==> config.mk <==
export PLATFORM = sky130hd
export DESIGN_NAME = bootprom_reader
export DESIGN_NICKNAME = d
export VERILOG_FILES = /design/src/rtl/bootprom_reader.sv
export SDC_FILE = /design/constraint.sdc
export NUM_CORES = 1
export LEC_CHECK = 0
export ABC_CLOCK_PERIOD_IN_PS = 3800
export BUFFER_PORTS_ARGS = -buffer_cell sky130_fd_sc_hd__buf_2
export CAP_MARGIN = 20
export CORE_ASPECT_RATIO = 0.5
export CORE_MARGIN = 2
export CORE_UTILIZATION = 30
export CTS_BUF_LIST = sky130_fd_sc_hd__clkbuf_8
export CTS_CLUSTER_DIAMETER = 200
export DETAILED_ROUTE_END_ITERATION = 6
export GPL_ROUTABILITY_DRIVEN = 0
export SETUP_SLACK_MARGIN = 0.1
export SLEW_MARGIN = 20
export SYNTH_ARGS = -nofsm -noshare
export SYNTH_HDL_FRONTEND = slang
export SYNTH_SLANG_ARGS = --single-unit
export TNS_END_PERCENT = 5
==> constraint.sdc <==
create_clock -name clk -period 3.8 [get_ports clk]
set_input_delay 0.38 -clock clk [delete_from_list [all_inputs] [get_ports clk]]
set_output_delay 0.38 -clock clk [all_outputs]
set_load 0.03 [all_outputs]
==> src/rtl/bootprom_reader.sv <==
// bootprom_reader: read controller for a pair of 27256 boot EPROMs (high/low byte).
// Takes a word-read request, drives the shared address, CE_n and OE_n pins, waits
// ACCESS_CYCLES clocks with both enables low, then samples the two byte buses and
// returns one 16-bit word with a single-cycle ack.
// Optional feature: define BOOTPROM_CACHE_EN to add a one-entry read cache in front of the PROMs.
module bootprom_reader #(
    parameter int unsigned ACCESS_CYCLES   = 4,
    parameter int unsigned RECOVERY_CYCLES = 1
) (
    input  logic        clk,
    input  logic        reset_n,
    input  logic        req,
    input  logic [14:0] addr,
    output logic [15:0] data,
    output logic        ack,
    output logic        busy,
    output logic [14:0] prom_a,
    output logic        prom_ce_n,
    output logic        prom_oe_n,
    input  logic [7:0]  prom_d_h,
    input  logic [7:0]  prom_d_l
);

    // The counter only ever holds (cycles - 1) of either phase.
    localparam int unsigned CNT_MAX = (ACCESS_CYCLES > RECOVERY_CYCLES) ? ACCESS_CYCLES
                                                                        : RECOVERY_CYCLES;
    localparam int unsigned CNT_W   = (CNT_MAX > 1) ? $clog2(CNT_MAX) : 1;
    localparam logic [CNT_W-1:0] ACC_LOAD = CNT_W'(ACCESS_CYCLES - 1);
    localparam logic [CNT_W-1:0] REC_LOAD = CNT_W'(RECOVERY_CYCLES - 1);

    typedef enum logic [1:0] {
        IDLE    = 2'd0,
        SETUP   = 2'd1,
        ACCESS  = 2'd2,
        RECOVER = 2'd3
    } state_t;

    state_t             state_q, state_d;
    logic [CNT_W-1:0]   cnt_q, cnt_d;
    logic               armed_q, armed_d;

    logic [14:0]        prom_a_q, prom_a_d;
    logic               ce_n_q, ce_n_d;
    logic               oe_n_q, oe_n_d;
    logic [15:0]        data_q, data_d;
    logic               ack_q, ack_d;
    logic               busy_q, busy_d;

    // Request accepted from IDLE and served out of the cache instead of the PROMs.
    logic               cache_hit;
    // Last ACCESS cycle: the PROM data is sampled on this edge.
    logic               access_done;

    assign access_done = (state_q == ACCESS) && (cnt_q == '0);

`ifdef BOOTPROM_CACHE_EN
    logic               c_valid_q, c_valid_d;
    logic [14:0]        c_tag_q, c_tag_d;
    logic [15:0]        c_word_q, c_word_d;
    logic               hit_ack_q, hit_ack_d;

    assign cache_hit = (state_q == IDLE) && req && armed_q && c_valid_q && (addr == c_tag_q);

    // Cache fill on every completed PROM access; a hit schedules its ack for the next edge.
    always_comb begin
        c_valid_d = c_valid_q;
        c_tag_d   = c_tag_q;
        c_word_d  = c_word_q;
        hit_ack_d = cache_hit;
        if (access_done) begin
            c_valid_d = 1'b1;
            c_tag_d   = prom_a_q;
            c_word_d  = {prom_d_h, prom_d_l};
        end
    end

    // Cache registers; reset invalidates the entry.
    always_ff @(posedge clk) begin
        if (!reset_n) begin
            c_valid_q <= 1'b0;
            c_tag_q   <= '0;
            c_word_q  <= '0;
            hit_ack_q <= 1'b0;
        end else begin
            c_valid_q <= c_valid_d;
            c_tag_q   <= c_tag_d;
            c_word_q  <= c_word_d;
            hit_ack_q <= hit_ack_d;
        end
    end
`else
    assign cache_hit = 1'b0;
`endif

    // State register plus all registered outputs.
    always_ff @(posedge clk) begin
        if (!reset_n) begin
            state_q  <= IDLE;
            cnt_q    <= '0;
            armed_q  <= 1'b1;
            prom_a_q <= '0;
            ce_n_q   <= 1'b1;
            oe_n_q   <= 1'b1;
            data_q   <= '0;
            ack_q    <= 1'b0;
            busy_q   <= 1'b0;
        end else begin
            state_q  <= state_d;
            cnt_q    <= cnt_d;
            armed_q  <= armed_d;
            prom_a_q <= prom_a_d;
            ce_n_q   <= ce_n_d;
            oe_n_q   <= oe_n_d;
            data_q   <= data_d;
            ack_q    <= ack_d;
            busy_q   <= busy_d;
        end
    end

    // Next state, phase counter and one-access-per-request arming.
    always_comb begin
        state_d = state_q;
        cnt_d   = cnt_q;
        armed_d = armed_q;
        if (!req) begin
            armed_d = 1'b1;
        end
        unique case (state_q)
            IDLE: begin
                if (req && armed_q) begin
                    armed_d = 1'b0;
                    if (!cache_hit) begin
                        state_d = SETUP;
                    end
                end
            end
            SETUP: begin
                state_d = ACCESS;
                cnt_d   = ACC_LOAD;
            end
            ACCESS: begin
                if (cnt_q == '0) begin
                    state_d = RECOVER;
                    cnt_d   = REC_LOAD;
                end else begin
                    cnt_d = cnt_q - CNT_W'(1);
                end
            end
            RECOVER: begin
                if (cnt_q == '0) begin
                    state_d = IDLE;
                end else begin
                    cnt_d = cnt_q - CNT_W'(1);
                end
            end
        endcase
    end

    // Output values for the next cycle; enables decode the next state so OE_n low implies CE_n low.
    always_comb begin
        prom_a_d = prom_a_q;
        data_d   = data_q;
        ack_d    = 1'b0;
        ce_n_d   = !((state_d == SETUP) || (state_d == ACCESS));
        oe_n_d   = (state_d != ACCESS);
        busy_d   = (state_d != IDLE);
        if ((state_q == IDLE) && (state_d == SETUP)) begin
            prom_a_d = addr;
        end
        if (access_done) begin
            data_d = {prom_d_h, prom_d_l};
            ack_d  = 1'b1;
        end
`ifdef BOOTPROM_CACHE_EN
        if (hit_ack_q) begin
            data_d = c_word_q;
            ack_d  = 1'b1;
        end
`endif
    end

    assign data      = data_q;
    assign ack       = ack_q;
    assign busy      = busy_q;
    assign prom_a    = prom_a_q;
    assign prom_ce_n = ce_n_q;
    assign prom_oe_n = oe_n_q;

endmodule

==> results by group <==
Worst setup path
  – Crit-path cells: inv_1 > ha_1 > xnor2_1 > mux2i_1 > ha_1 > or3b_1 > nand2_1 > a21boi_0
  – Worst path slowest cell: or3b_1
  – Worst setup SP type: register
  – Crit-path max cell delay: around 600 ps
  – CP Data Arrival Time: 2480 ps
  – CP Data Required Time: 3980 ps
  – Critical Path Sink Type: register
  – Number of buffers and inverters on the critical path: 1
  – CP top delay family: simple AND/OR/NAND/NOR gates
  – Most common cell on crit path: ha_1
  – WS Path Type: register to register
  – Crit Path Max Fanout: 15

Global route
  – First-pass GRT wire length: ~5800 um
  – Overall Global Routing Usage: around 12%
  – Initial antenna violation count: 0
  – GRT overflow: 0
  – Vias in the first global route: 1338
  – Pin count of the biggest net entering global routing: between 40 and 50

STA
  – Fin Setup TNS: 0 ps
  – Fmax: around 440 MHz
  – Worst-margin pin slew: 599 ps
  – RSZ-0062 raised after global routing: false
  – Min Tclk post-route: approximately 2300 ps
  – Slew Limit Fails: 0
  – Max-slew headroom: between 60% and 70%
  – Final period util: between 60% and 70%
  – Worst Skew: between 10 and 15 ps
  – Final Hold Vio Count: 0
  – Setup violations, final: 0

Pwr
  – Total power: between 0.001 and 0.0015 W
  – Worst VDD drop: around 0.18 mV
  – Static Leak: ~0.94 nW
  – Pwr dens: just over 500 mW/mm^2

Floorplanning
  – Core area: around 0.0054 mm^2
  – Placement Rows: 19
  – Die width: around 110 um
  – I/O pin count: 69
  – Die Ht: 57.0 um
  – Starting density of the core: 30.9%
  – Die area: around 0.0063 mm^2

Clock network
  – Worst-Skew Late Latency: 300 ps
  – H-tree Lvls: 2
  – Setup bufs post-CTS: 0
  – TritonCTS clock tree: built
  – Post-CTS Resized: 0
  – CTS buffer count: 5
  – CTS clk-pin slew, worst paths: approximately 80 ps
  – Hold-fix buffers, CTS: 0
  – Clock root cell: clkbuf_8
  – Clock Path Buffers: 2
  – # clock sinks: 40

Place
  – PortBufs: slightly below 70
  – Final HPWL DP: 2520 um
  – Cell area after placement: approximately 0.002 mm^2

Synth
  – Syn Nets: 221
  – Distinct cells, synth: 27
  – Syn Std Cell Area: approximately 0.0017 mm^2
  – Post-Syn Area per Cell: 9.30 um^2
  – Post-Syn Instances: ~180
  – Synth warn: 0
  – Async S/R FF share, synth: 0%
  – Register area share after synthesis: between 40% and 50%
  – Ys flop type: dfxtp_1
  – Number of synthesized flops with an enable pin: 0
  – Count of state elements after synthesis: 40

Layout
  – Most frequent cells in the layout: 68 x buf_2, 64 x nand2_1, 40 x dfxtp_1
  – Fillers: around 570
  – Nets: around 280
  – # diodes: 0
  – Most common cell after layout, fill and taps aside: buf_2
  – Synth-to-layout area growth: 26.0%
  – Post-route cell area: 0.00212 mm^2
  – Share of cells above drive strength 1: roughly 37%

Run
  – Max Cap Viol: 0

Routing
  – DR vias: approximately 1400
  – Post-route ant nets: 0
  – Total Wirelength: between 3000 and 4000 um
  – DR pass1 iterations: 3
  – Iteration-0 DRC Markers: 27
  – Vias per inst: ~4.3
  – Drt drc: 0
  – WL/cell: between 10 and 15 um

Outcome
  – Outcome: completed

Worst hold path
  – Hold Crit Class: input pin to register
[flip-flops by register name, indices dropped and copies added (netlist names)]
register   count
cnt_q          2
prom_a        15
data          16
prom_oe_n      1
prom_ce_n      1
busy           1
ack            1
state_q        2
armed_q        1
[logic make-up (layout without fill, tap and decap cells)]
logic type / Yosys count / count (layout) / share of synthesized area, %
compound gates: 35 / 35 / 18.1
xor+xnor: 1 / 1 / 0.521
fa+ha+maj: 6 / 6 / 4.46
buf+inv: 16 / 80 / 6.32
flops: 40 / 40 / 47.6
mux: 1 / 1 / 0.595
simple gates: 82 / 82 / 22.4
[cells in the mapped netlist (all sizes together), types with 2 or more instances]
library cell  number  area (um^2)
a21boi            31          270
and2               3         18.8
buf                8         76.3
clkbuf             4         15.0
dfxtp             40          801
ha                 6         75.1
inv                4         15.0
nand2             66          253
nand3              4         20.0
nand3b             2         27.5
nor2               2         7.51
o2111a             2         22.5
[report_power, final]
group	internal [W]	switching (W)	leakage, nW
clock network	0.000147	0.000158	0.0434
logic	0.000101	0.000185	0.567
registers	0.000465	0.0000316	0.326
[layer usage]
metal  global-route usage, %  part of all wire [%]  wire, um
met1                    14.4                    45      1570
met4                    4.34                   1.1        40
met5                       0                     0         0
met3                    4.46                   4.4       154
met2                    20.0                    50      1750
[per-stage QoR]
stage	utilization [%]	cells	worst slack [ps]	hold slack [ps]
final	39.0	318	1510	275
after global routing	39.0	318	1270	272
after CTS	39.0	318	1490	269
after detailed placement	37.2	310	1510	444
after global placement	37.2	310	1620	438
after floorplan	-	181	1770	452
[worst reg2reg max path, cell delays in order, from the launching register on]
cell and delay [ps]:
dfxtp_1 380, inv_1 80, ha_1 280, xnor2_1 150, mux2i_1 240, ha_1 200
or3b_1 600, nand2_1 180, a21boi_0 80
[final cells by class]
cell class,instances,area (um^2),share of cell area (%)
clock buffers,6,82.6,3.89
clock inverters,2,15.0,0.708
inverters,4,15.0,0.708
multi-input cells,125,776,36.6
flip-flops and latches,40,801,37.8
well taps,73,91.3,4.31
repair buffers,68,340,16.0
[final timing paths]
check / cells past startpoint / start / endpoint / slack [ps]
setup / recovery: 8 / cnt_q[0] / prom_a[2] / 1510
hold reg to reg: 2 / data[15] / data[15] / 450
hold / removal: 2 / req / armed_q / 280
setup reg to reg: 8 / cnt_q[0] / prom_a[2] / 1510
Power figures use the tool's default switching activity.
